**config.mk**
```make
export PLATFORM = sky130hd
export DESIGN_NAME = accel_uart_framer
export DESIGN_NICKNAME = d
export VERILOG_FILES = /design/src/rtl/accel_uart_framer.sv
export SDC_FILE = /design/constraint.sdc
export NUM_CORES = 1
export LEC_CHECK = 0
export BUFFER_PORTS_ARGS = -buffer_cell sky130_fd_sc_hd__buf_2
export CORE_ASPECT_RATIO = 1.4
export CORE_MARGIN = 3
export CORE_UTILIZATION = 40
export DETAILED_ROUTE_END_ITERATION = 6
export GPL_ROUTABILITY_DRIVEN = 1
export GPL_TIMING_DRIVEN = 1
export HOLD_SLACK_MARGIN = 0.03
export PLACE_DENSITY_LB_ADDON = 0.1
export REMOVE_ABC_BUFFERS = 1
export SYNTH_ARGS = -nofsm -noshare
export SYNTH_HDL_FRONTEND = slang
export SYNTH_SLANG_ARGS = --single-unit
```
**constraint.sdc**
```tcl
create_clock -name clk -period 2.2 [get_ports clk]
set_clock_uncertainty 0.2 [all_clocks]
set_input_delay 0.44 -clock clk [delete_from_list [all_inputs] [get_ports clk]]
set_output_delay 0.44 -clock clk [all_outputs]
set_load 0.05 [all_outputs]
```
**src/rtl/accel_uart_framer.sv**
```systemverilog
// Accelerometer sample framer: packs signed X/Y/Z into an 8-byte frame
// (header, six data bytes, XOR checksum) and feeds a byte-level UART transmitter.
module accel_uart_framer #(
  parameter logic [7:0] P_HEADER     = 8'hA5,
  parameter int         P_GAP_CYCLES = 0
) (
  input  logic               clk,
  input  logic               rst_n,
  input  logic               sample_valid_i,
  input  logic signed [15:0] x_i,
  input  logic signed [15:0] y_i,
  input  logic signed [15:0] z_i,
  input  logic               tx_done_tick_i,
  output logic        [7:0]  tx_data_o,
  output logic               tx_start_o,
  output logic               busy_o,
  output logic               frame_done_o,
  output logic        [7:0]  drop_cnt_o
);

  typedef enum logic [1:0] {S_IDLE, S_START, S_WAIT, S_GAP} state_t;
  typedef logic [0:7][7:0] frame_t;

  localparam logic [7:0] GAP_LOAD = (P_GAP_CYCLES > 0) ? 8'(P_GAP_CYCLES - 1) : 8'd0;

  function automatic frame_t build_frame(input logic [15:0] x, input logic [15:0] y,
                                         input logic [15:0] z);
    frame_t f;
    f[0] = P_HEADER;
    f[1] = x[15:8];
    f[2] = x[7:0];
    f[3] = y[15:8];
    f[4] = y[7:0];
    f[5] = z[15:8];
    f[6] = z[7:0];
    f[7] = f[0] ^ f[1] ^ f[2] ^ f[3] ^ f[4] ^ f[5] ^ f[6];
    return f;
  endfunction

  state_t      state;
  logic [2:0]  idx;
  logic [7:0]  gap_cnt;
  frame_t      frame_q;
  logic        pend_valid;
  logic [15:0] pend_x, pend_y, pend_z;
  frame_t      load_frame;

  // A waiting pending sample always has priority over a fresh strobe in S_IDLE.
  assign load_frame = pend_valid ? build_frame(pend_x, pend_y, pend_z)
                                 : build_frame(x_i, y_i, z_i);

  // NOTE: sequential state uses non-blocking assignments so every register sees
  // the pre-edge values of the others, independent of statement order.
  always_ff @(posedge clk or negedge rst_n) begin
    if (!rst_n) begin
      state        <= S_IDLE;
      idx          <= 3'd0;
      gap_cnt      <= 8'd0;
      frame_q      <= '0;
      pend_valid   <= 1'b0;
      pend_x       <= 16'd0;
      pend_y       <= 16'd0;
      pend_z       <= 16'd0;
      tx_data_o    <= 8'h00;
      tx_start_o   <= 1'b0;
      busy_o       <= 1'b0;
      frame_done_o <= 1'b0;
      drop_cnt_o   <= 8'd0;
    end else begin
      tx_start_o   <= 1'b0;
      frame_done_o <= 1'b0;

      case (state)
        S_IDLE: begin
          if (pend_valid || sample_valid_i) begin
            frame_q    <= load_frame;
            tx_data_o  <= load_frame[0];
            tx_start_o <= 1'b1;
            idx        <= 3'd0;
            busy_o     <= 1'b1;
            state      <= S_START;
          end
        end
        S_START: state <= S_WAIT;
        S_WAIT: begin
          if (tx_done_tick_i) begin
            if (idx != 3'd7) begin
              idx        <= idx + 3'd1;
              tx_data_o  <= frame_q[idx + 3'd1];
              tx_start_o <= 1'b1;
              state      <= S_START;
            end else begin
              frame_done_o <= 1'b1;
              if (P_GAP_CYCLES > 0) begin
                gap_cnt <= GAP_LOAD;
                state   <= S_GAP;
              end else begin
                busy_o <= 1'b0;
                state  <= S_IDLE;
              end
            end
          end
        end
        S_GAP: begin
          if (gap_cnt == 8'd0) begin
            busy_o <= 1'b0;
            state  <= S_IDLE;
          end else begin
            gap_cnt <= gap_cnt - 8'd1;
          end
        end
        default: state <= S_IDLE;
      endcase

      // Pending buffer: newest sample wins; a lost one is only counted outside S_IDLE.
      if (sample_valid_i) begin
        if (state != S_IDLE || pend_valid) begin
          pend_valid <= 1'b1;
          pend_x     <= x_i;
          pend_y     <= y_i;
          pend_z     <= z_i;
        end
        if (state != S_IDLE && pend_valid && drop_cnt_o != 8'hFF)
          drop_cnt_o <= drop_cnt_o + 8'd1;
      end else if (state == S_IDLE && pend_valid) begin
        pend_valid <= 1'b0;
      end
    end
  end

endmodule

```
# Yosys cells after proc, flatten, opt, wreduce, memory -nomap -nowiden
# Cells that the tools add are included.
totals:
  ff_bits: 145
  latch_bits: 0
  mem_bits_rw: 0
  romBits: 0
  input_bits: 52
  output_inout_bits: 19
  wordCells: 100
  memories: 0
op_classes:
  n_addsub: 3
  n_mul: 0
  n_div: 0
  magnitude_cmp: 1
  n_eq_ne: 11
  n_shift: 0
  n_mux: 32
  n_bitwise: 14
  n_reduce_logical: 19
op_table:
  columns: ["cell", "n"]
  rows:
  - ["$xor A8 B8 Y8", 10]
  - ["$mux W56", 1]
  - ["$mux W8", 5]
  - ["$bmux W8 S3", 1]
  - ["$pmux W8 S2", 1]
  - ["$mux W1", 14]
  - ["$ne A2 B2 Y1 const B", 5]
  - ["$reduce_and A2 Y1", 5]
  - ["$mux W3", 3]
  - ["$add A8 B1 Y8 const B", 1]
  - ["$logic_not A8 Y1", 1]
  - ["$ne A8 B8 Y1 const B", 1]
  - ["$not A4 Y4", 2]
  - ["$pmux W2 S4", 1]
  - ["$sub A8 B1 Y8 const B", 1]
  - ["$mux W2", 3]
  - ["$pmux W3 S2", 1]
  - ["$reduce_bool A2 Y1", 3]
  - ["$reduce_and A5 Y1", 1]
  - ["$eq A2 B2 Y1 const B", 2]
  - ["$ge A4 B4 Y1 const B", 1]
  - ["$not A3 Y4", 1]
  - ["$reduce_and A4 Y1", 1]
  - ["$add A3 B1 Y3 const B", 1]
  - ["11 further kinds", 14]

# Logic depth before layout (Yosys ltp)
# Gate-level depths: netlist of run 1.
logic_depth:
  word_depth: 8
  mapped_depth: 7
  mapped_depth_nobuf: 6

# Worst setup path before layout of run 1
# Ideal clock, no wire load.
synth_path:
  path_type: "reg-to-reg"
  from: "register drop_cnt_o[0]"
  to: "register drop_cnt_o[1]"
  setup_ns: 0.125
  t_arrival_ns: 1.805
  required_ns: 1.875
  setup_slack_ns: 0.070
  stages_incl_launch_ff: 5
  path_buffers: 0
  synth_period_minus_slack_ns: 2.130
  cell_sequence: "dfrtp_1 ha_1 and4_1 a31oi_1 mux2_2"
synth_via:
  elab_chain_len: 3
  word_cells_on_any_way: 4
  cone_classes: "add/sub (1); eq/ne (1); reduce/logical (2)"
synth_lines:
  columns: ["element", "line", "text"]
  rows:
  - ["start: declaration", "18", "output logic [7:0] drop_cnt_o"]
  - ["start signal: assignment", "124", "drop_cnt_o <= drop_cnt_o + 8'd1;"]
  - ["branches (longest 3 deep; another with $add A8 B1 Y8)", null, null]
# Several ways; the timed one is not identified.
# A chain may end at the register's enable or synchronous reset.

# Worst setup path in the final report of run 1
layout_path:
  from: "register idx[1]"
  to: "register tx_data_o[5]"
layout_via:
  elab_chain_len: 8
  word_cells_on_any_way: 11
  cone_classes: "add/sub (1); eq/ne (2); mux (6); bitwise (1); reduce/logical (1)"
layout_lines:
  columns: ["element", "line", "text"]
  rows:
  - ["start: declaration", "41", "logic [2:0] idx;"]
  - ["start signal: assignment", "88", "idx <= idx + 3'd1;"]
  - ["$add A3 B1 Y3", "89", "tx_data_o <= frame_q[idx + 3'd1];"]
  - ["$not A3 Y4 (implied by the code)", "89", null]
  - ["$bmux W8 S3", "89", null]
  - ["$mux W8 (implied by the code) (2 in series)", "89", null]
  - ["$mux W8", "87", "if (idx != 3'd7) begin"]
  - ["$mux W8", "86", "if (tx_done_tick_i) begin"]
  - ["$pmux W8 S2", "73", "case (state)"]
  - ["end signal: assignment", "77", "tx_data_o <= load_frame[0];"]
  - ["end signal: assignment", "89", null]
  - ["end: declaration", "14", "output logic [7:0] tx_data_o,"]
# Several ways; a longest one is shown, not always the timed one. The select of a mux whose other input is x is not followed.

==> flow_summary.toml, run 1 <==
[status]
outcome = "finished, final reports clean"

[logic_synthesis]
synth.top_cell.area_share_pct = 48.6
synth_fa_ha_area_share_pct = 0.880
synth-edff-count = 0
seq_area_frac_synth_pct = 48.6
yosysWarningCount = 0
synthCells = 596
synth_ff_type = "dfrtp_1"
async_reset_ff_share_pct = 100
synth_top_family_by_area = "multiplexers"
post_synth_and_or_nand_nor_area_fraction_pct = 7.99
muxShareOfSynthArea_pct = 19.7
synth.area.top_cells = "dfrtp_1, mux2i_1, xnor2_1, xnor3_1, mux2_2"
synth_area_um2 = 7110
yosysTopAreaCell = "dfrtp_1"
synth-compound-area-share_pct = 7.11
ys_types = 44
ys_seq_elements = 138
syn_area_per_cell_um2 = 11.9
synth-xor-area-share_pct = 12.7

[setup_path]
critical_path.cell_chain = "ha_1, buf_4, and2_1, nand2_1, a31o_2, a31oi_1"
cp.required_ps = 2330
reg2reg_to = "tx_data_o[5]$_DFFE_PN0P_"
regToRegSetupSlack_ps = 150
path_class = "flop to flop"
arrival_ps = 2180
end_kind = "flop"
crit_fanout = 14
regToRegStartpoint = "idx[1]$_DFFE_PN0P_"
slowest_stage = "dfrtp_1"
startpoint_type = "flop"
rr_worst_depth = 6
endpoint = "tx_data_o[5]$_DFFE_PN0P_"
cpPeakStageDelay_ps = 400
startpoint = "idx[1]$_DFFE_PN0P_"

[clock_tree]
clk_latency_ps = 410
clock-sinks = 138
cts_resized = 0
clock_path_buffers = 2
h-tree-depth = 4
hold_buffers = 1
clkTransAtPathRegs_ps = 50
cts_buffers = 17
cts_tree = "done"
cts_post_setup_buffers_inserted = 0
cts_root_buf = "clkbuf_16"

[sta]
maxSlewHeadroom_pct = 66.2
whs_ps = 81.9
setup_violations = 0
min_period_ps = 2050
rsz0062_at_grt = "false"
fin_ws_ps = 152
max_freq_ghz = 0.488
finalCritPeriodShare_pct = 93.1
final_max_slew_viol_count = 0
worst_pin_slew_ps = 506
final_hold_viol_count = 0

[place]
place_ws_ps = 145
gp_congestion = 0.750
place_inst = 889
post-dp-hpwl_mm = 10.7
numPortBuffers = 70

[global_route]
grt_pass1_vias = 4937
antenna_found_initial = 0
grt_usage_pct = 16.0
grt_max_degree = 44
grt_pass1_wl_mm = 24.8
grt_overflow = 0

[cells_and_area]
final_cell_mix = "dfrtp_1, nand2_1, buf_2"
diodes = 0
area_delta_synth_final_pct = 16.8
nNetsFinal = 730
drive_above_1_share_pct = 24.2
multi_input_area_um2 = 3460
final-seq-area_um2 = 3460
final_common_cell = "dfrtp_1"
n_fill_cell = 1658
stdcell_count = 919

[floorplan]
dieArea_um2 = 19400
rows = 57
core-area_um2 = 17400
fp.dieH_um = 164
start_util_pct = 40.9
io_pins = 71
fp.dieW_um = 119

[worst_hold_path]
hp-class = "input port to flop"

[route]
first_pass_iters = 4
wl_per_cell_um = 16.0
drt-initial-drc-count = 183
drtAntennaViolNets = 0
viasPerCell = 5.02
vias = 4612
finalWirelength_mm = 14.7
drc = 0

[power]
total_power_mw = 12.1
p_per_area_nw_per_um2 = 1450
p_leak_nw = 3.84
irDropWorstVdd_mv = 0.552

[run]
cap_violations = 0
==> state kept, by name, summed over array words and instances, names as in the netlist <==
name and flops:
state 2, pend_z 16, tx_start_o 1, pend_y 16
tx_data_o 8, pend_valid 1, busy_o 1, drop_cnt_o 8
idx 3, pend_x 16, gap_cnt 8, frame_q 57
frame_done_o 1
==> synthesized netlist by cell type, types with 3 or more instances <==
cell type and count:
nor2_1 15, dfrtp_1 138, nand3_1 11, mux4_2 8, ha_1 5, inv_1 4
xor2_1 10, a21oi_1 3, xnor2_1 52, mux2_1 20, mux2i_1 66, xnor3_1 16
buf_4 4, mux2_2 30, o21ai_0 61, o31ai_1 3, a211oi_1 4, buf_2 15
nand2_1 71, clkbuf_1 11, and2_1 6, or2_2 4, a31oi_1 6, nor2b_1 4
a31o_2 4
==> worst max-delay path: cells and delay by family (launching register included) <==
kind            cells  cell delay (ps)
simple gates        2              430
flops               1              400
fa+ha+maj           1              300
buf+inv             1              250
compound gates      2              400
==> where the power goes <==
group | internal, mW | total, mW | switching [mW]
Clock | 1.47 | 2.46 | 0.991
Combinational | 2.64 | 5.38 | 2.74
Sequential | 3.54 | 4.22 | 0.682
Total | 7.65 | 12.1 | 4.42
==> stage by stage <==
step | utilization (%) | instance area (um2) | setup TNS [ps]
6_report | 47.7 | 8310 | 0
5_1_grt | 47.7 | 8310 | 0
4_1_cts | 47.7 | 8310 | 0
3_5_place_dp | 44.8 | 7800 | 0
3_3_place_gp | 44.8 | 7800 | 0
2_1_floorplan | - | 6910 | -237860
==> final cells by class <==
cell class	count	share of cell area, %
Clock inverter	4	0.241
Inverter	4	0.181
Timing Repair Buffer	92	7.06
Clock buffer	25	5.72
Tap cell	236	3.55
Sequential cell	138	41.6
Multi-Input combinational cell	420	41.6
==> cell families (layout without fill, tap and decap cells) <==
kind of cell               after synthesis  count (layout)
DFF                                    138             138
adders and majority gates                5               5
xor gates and xnor gates                78              78
and+or+nand+nor                        125             125
buffers and inverters                   38             125
muxes                                  124             124
AOI/OAI and AO/OA                       88              88
==> worst min path at each step <==
| stage | start | to | slack (ps) | cells past startpoint |
|---|---|---|---|---|
| after global routing | y_i[2] | pend_y[2]$_DFFE_PN0P_ | 70 | 2 |
| final | y_i[3] | pend_y[3]$_DFFE_PN0P_ | 80 | 2 |
| after floorplan | rst_n | busy_o$_DFFE_PN0P_ | -60 | 0 |
| after detailed placement | rst_n | pend_z[5]$_DFFE_PN0P_ | 150 | 1 |
| after CTS | y_i[13] | pend_y[13]$_DFFE_PN0P_ | 70 | 2 |
| after global placement | rst_n | gap_cnt[7]$_DFFE_PN0P_ | 150 | 1 |
==> per-layer routing <==
layer | part of all wire [%] | global-route usage [%] | up-vias | routed length, um
met3 | 3.6 | 3.44 | 18 | 525
li1 | - | - | 2243 | -
met4 | 1.3 | 4.85 | 0 | 189
met2 | 52 | 28.5 | 73 | 7700
met1 | 43 | 19.6 | 2278 | 6280
met5 | 0 | 0 | - | 0
Note: power is estimated with default switching activity, not from simulation.
==> run 2: changes to the inputs <==
--- a/config.mk
+++ b/config.mk
@@ -18,3 +18,4 @@
 export SYNTH_ARGS = -nofsm -noshare
 export SYNTH_HDL_FRONTEND = slang
 export SYNTH_SLANG_ARGS = --single-unit
+export TNS_END_PERCENT = 30
==> constraint.sdc (replaced) <==
create_clock -name clk -period 2.1 [get_ports clk]
set_clock_uncertainty 0.2 [all_clocks]
set_input_delay 0.42 -clock clk [delete_from_list [all_inputs] [get_ports clk]]
set_output_delay 0.42 -clock clk [all_outputs]
set_load 0.05 [all_outputs]
==> run 2 against run 1 <==
Against the previous run: cell area is 0.89% higher; flip-flop and latch count is the same; die area unchanged; sequential share of layout area shrank 0.37 points; utilization is 0.42 points higher; wire length grew 0.23%; via count down 0.11%; final cell count up 0.44%; first-iteration DRC count up 15%; non-clock buffer count is 1 higher; critical endpoint is now tx_data_o[7]$_DFFE_PN0P_; largest cell class unchanged.
==> flow_summary.toml, run 2 (same netlist as run 1, synthesis figures left out) <==
[place]
post-dp-hpwl_mm = 10.5
numPortBuffers = 70
place_inst = 890
gp_congestion = 0.769

[sta]
min_period_ps = 1970
final_hold_viol_count = 0
fin_tns_setup_ps = 0
rsz0062_at_grt = "false"
whs_ps = 54.6
max_freq_ghz = 0.506
finalCritPeriodShare_pct = 94.0
worst_pin_slew_ps = 514
final_max_slew_viol_count = 0
setup_violations = 0
maxSlewHeadroom_pct = 65.6

[cells_and_area]
diodes = 0
stdcell_count = 923
final_cell_mix = "dfrtp_1, nand2_1, buf_2"
nNetsFinal = 731
n_fill_cell = 1636
area_delta_synth_final_pct = 17.9
largest_register_ffs = 57
top_register = "frame_q"
drive_above_1_share_pct = 25.0
final_common_cell = "dfrtp_1"

[clock_tree]
cts_tree = "done"
clk_latency_ps = 420
clock_path_buffers = 2
clock-sinks = 138
h-tree-depth = 4
clkTransAtPathRegs_ps = 60
cts_buffers = 17
cts_root_buf = "clkbuf_16"

[setup_path]
path_class = "flop to flop"
end_kind = "flop"
cpPeakStageDelay_ps = 380
critical_path.cell_chain = "ha_1, buf_12, mux2i_1, or2_2, a31o_2, a31oi_1"
startpoint_type = "flop"
arrival_ps = 2110
cp.required_ps = 2230
slowest_stage = "dfrtp_1"
cp_top_family = "compound AO/OA/AOI/OAI gates"
crit_buf_inv = 1
crit_fanout = 14

[worst_hold_path]
hp-class = "input port to flop"

[floorplan]
dieArea_um2 = 19400
rows = 57
start_util_pct = 40.9
fp.dieW_um = 119
core-area_um2 = 17400
fp.dieH_um = 164
io_pins = 71

[route]
wl_per_cell_um = 16.0
drtAntennaViolNets = 0
vias = 4607
finalWirelength_mm = 14.7
first_pass_iters = 4
drt-initial-drc-count = 211
viasPerCell = 4.99
drc = 0

[global_route]
grt_pass1_vias = 5037
antenna_found_initial = 0
grt_overflow = 0
grt_usage_pct = 16.3
grt_max_degree = 74
grt_pass1_wl_mm = 25.2

[power]
total_power_mw = 12.9
p_leak_nw = 3.87
p_per_area_nw_per_um2 = 1540
irDropWorstVdd_mv = 0.584

[status]
outcome = "finished, final reports clean"

[run]
cap_violations = 0
==> run 2: cell types whose count changed in the layout (fill, tap and decap cells not counted), sizes merged <==
cell and change:
bufinv +1, buf +1, clkinvlp +2
==> run 2: area by class of cell <==
cell class	instances	area [um2]	area share [%]
multi-input combinational	420	3460	41.3
clock inverter	7	65.1	0.776
clock buffer	25	495	5.91
sequential	138	3460	41.2
inverter	4	15.0	0.179
timing repair buffer	93	594	7.09
tap	236	295	3.52
==> run 2: metal layers <==
metal  vias up  share of wire, %  GRT usage [%]
li1       2246                 -              -
met2        66                50           27.7
met3        17               2.8           3.82
met1      2278                46           20.6
met5         -                 0              0
met4         0               1.5           5.22
==> run 2: worst register-to-register path, stage by stage (launching register included) <==
cell	delay, ps
dfrtp_1	380
ha_1	340
buf_12	170
mux2i_1	120
or2_2	270
a31o_2	240
a31oi_1	180
==> run 2: worst paths after layout <==
kind | start | to | slack [ps] | depth (start not counted)
min in group asynchronous | rst_n | pend_z[13]$_DFFE_PN0P_ | 310 | 2
worst min-delay path | x_i[2] | pend_x[2]$_DFFE_PN0P_ | 50 | 2
worst max register to register | idx[0]$_DFFE_PN0P_ | tx_data_o[7]$_DFFE_PN0P_ | 130 | 6
worst max-delay path | idx[0]$_DFFE_PN0P_ | tx_data_o[7]$_DFFE_PN0P_ | 130 | 6
max in group asynchronous | rst_n | pend_z[11]$_DFFE_PN0P_ | 800 | 3
worst min register to register | frame_q[61]$_DFFE_PN0P_ | frame_q[61]$_DFFE_PN0P_ | 270 | 1
==> run 2: stage by stage <==
stage / utilization (%) / cell area [um2] / worst slack, ps
floorplan: - / 6910 / -2300
global placement: 44.9 / 7810 / 172
detailed placement: 44.9 / 7810 / 76.5
CTS: 48.2 / 8380 / 70.0
global route: 48.2 / 8380 / 18.8
finish: 48.2 / 8380 / 125
==> run 2: power by group <==
group	internal, mW	leakage (nW)	switching [mW]	total, mW
Clock	1.75	0.273	1.10	2.85
Combinational	2.78	1.92	2.88	5.66
Sequential	3.71	1.68	0.716	4.42
==> run 2: what timing repair did <==
| item | 4_1_cts | 5_1_grt |
|---|---|---|
| hold buffers | 1 | 0 |
| resized for setup | 0 | 1 |
| endpoints found under the setup margin | 0 | 3 |
| hold endpoints to repair | 38 | 0 |
| setup buffers | 0 | 0 |
==> run 3: changes to the inputs <==
--- a/config.mk
+++ b/config.mk
@@ -7,7 +7,6 @@
 export LEC_CHECK = 0
 export BUFFER_PORTS_ARGS = -buffer_cell sky130_fd_sc_hd__buf_2
 export CORE_ASPECT_RATIO = 1.4
-export CORE_MARGIN = 3
 export CORE_UTILIZATION = 40
 export DETAILED_ROUTE_END_ITERATION = 6
 export GPL_ROUTABILITY_DRIVEN = 1
==> run 3 against run 2 <==
Against the previous run: power up 1.3%; first-iteration DRC count down 36%; worst setup slack better by 68 ps; clock-buffer cell count unchanged; non-clock buffer count up 2; fmax up 3.6%; sequential share of layout area down 0.17 points; worst hold slack worse by 1.2 ps; cell area up 0.40%; final cell count up 0.22%; die area down 5.7%; clock power up 5%; largest cell class unchanged; highest routed layer unchanged.
==> flow_summary.toml, run 3 (same netlist as run 1, synthesis figures left out) <==
[floorplan]
rows = 57
core-area_um2 = 17400
io_pins = 71
start_util_pct = 40.9
fp.dieH_um = 160
fp.dieW_um = 115
dieArea_um2 = 18300

[route]
drt-initial-drc-count = 134
first_pass_iters = 4
finalWirelength_mm = 14.7
viasPerCell = 4.96
vias = 4592
drc = 0
wl_per_cell_um = 15.9
drtAntennaViolNets = 0

[setup_path]
regToRegStartpoint = "idx[1]$_DFFE_PN0P_"
arrival_ps = 2040
rr_worst_depth = 6
cpPeakStageDelay_ps = 410
critical_path.cell_chain = "ha_4, buf_4, mux2i_1, or2_2, a31o_2, a31oi_1"
path_class = "flop to flop"
end_kind = "flop"
cp.required_ps = 2230
crit_fanout = 6
slowest_stage = "dfrtp_1"
startpoint_type = "flop"
startpoint = "idx[1]$_DFFE_PN0P_"

[cells_and_area]
diodes = 0
top_register = "frame_q"
nNetsFinal = 733
drive_above_1_share_pct = 25.4
final_common_cell = "dfrtp_1"
stdcell_count = 925
n_fill_cell = 1642
fin_util_pct = 48.4
area_delta_synth_final_pct = 18.4
final_cell_mix = "dfrtp_1, nand2_1, buf_2"
largest_register_ffs = 57

[clock_tree]
h-tree-depth = 4
clk_latency_ps = 420
cts_root_buf = "clkbuf_16"
clock-sinks = 138
clock_path_buffers = 2
cts_post_setup_buffers_inserted = 0
cts_buffers = 17
clkTransAtPathRegs_ps = 60
cts_tree = "done"

[global_route]
grt_max_degree = 88
use_met3_pct = 4.29
grt_usage_pct = 18.0
grt_pass1_vias = 5088
grt_overflow = 0
grt_pass1_wl_mm = 25.2
met1_usage_pct = 21.3
met2_usage_pct = 31.4
antenna_found_initial = 0
busiest_layer = "met2"

[sta]
maxSlewHeadroom_pct = 67.1
max_freq_ghz = 0.525
worst_pin_slew_ps = 494
final_hold_viol_count = 0
fin_tns_setup_ps = 0
fin_ws_ps = 193
whs_ps = 53.3
setup_violations = 0
finalCritPeriodShare_pct = 90.8
min_period_ps = 1910
final_max_slew_viol_count = 0
rsz0062_at_grt = "false"

[place]
numPortBuffers = 70
post-dp-hpwl_mm = 10.6
place_inst = 892
place_ws_ps = 139
gp_congestion = 0.714

[power]
p_leak_nw = 3.89
p_per_area_nw_per_um2 = 1560
irDropWorstVdd_mv = 0.611

[run]
cap_violations = 0

[worst_hold_path]
min_path_cells = 2
hp-class = "input port to flop"
min_from = "y_i[7]"

[status]
outcome = "finished, final reports clean"
run 3: critical path, delay by kind of cell (launching register included):
family	cells	cell delay (ps)
compound gates	2	400
fa+ha+maj	1	290
buf+inv	1	160
flops	1	410
mux	1	80
simple gates	1	270
run 3: final cells by class:
class	instances	area, um2	area share [%]
Sequential cell	138	3460	41.1
Multi-Input combinational cell	420	3470	41.2
Clock buffer	25	505	6.01
Clock inverter	7	87.6	1.04
Inverter	4	15.0	0.178
Timing Repair Buffer	95	584	6.94
Tap cell	236	295	3.51
run 3: path summary, 6_finish.rpt:
| check | to | slack, ps |
|---|---|---|
| setup / recovery | tx_data_o[2]$_DFFE_PN0P_ | 190 |
| hold / removal | pend_y[7]$_DFFE_PN0P_ | 50 |
| min in group asynchronous | pend_x[13]$_DFFE_PN0P_ | 310 |
| setup reg to reg | tx_data_o[2]$_DFFE_PN0P_ | 190 |
| hold reg to reg | frame_q[61]$_DFFE_PN0P_ | 260 |
| max in group asynchronous | gap_cnt[3]$_DFFE_PN0P_ | 730 |
run 3: what timing repair did:
action / CTS / global route
setup endpoints to repair: 0 / 1
gates resized for setup: 0 / 1
hold buffers: 1 / 0
hold endpoints to repair: 43 / 0
run 3: metrics by stage:
step / total power [mW] / area (um2)
detailed placement: 10.3 / 7800
global route: 14.1 / 8420
finish: 13.1 / 8420
CTS: 13.3 / 8400
floorplan: 8.64 / 6910
global placement: 10.1 / 7800
run 3: layer usage:
metal,vias up,share of wire [%]
met5,-,0
met4,0,1.5
met3,19,3.0
met2,63,52
met1,2261,43
li1,2249,-
run 3: power by group:
part | total [mW] | internal (mW) | switching [mW]
combinational | 5.68 | 2.79 | 2.90
sequential | 4.43 | 3.71 | 0.725
clock | 2.98 | 1.90 | 1.08
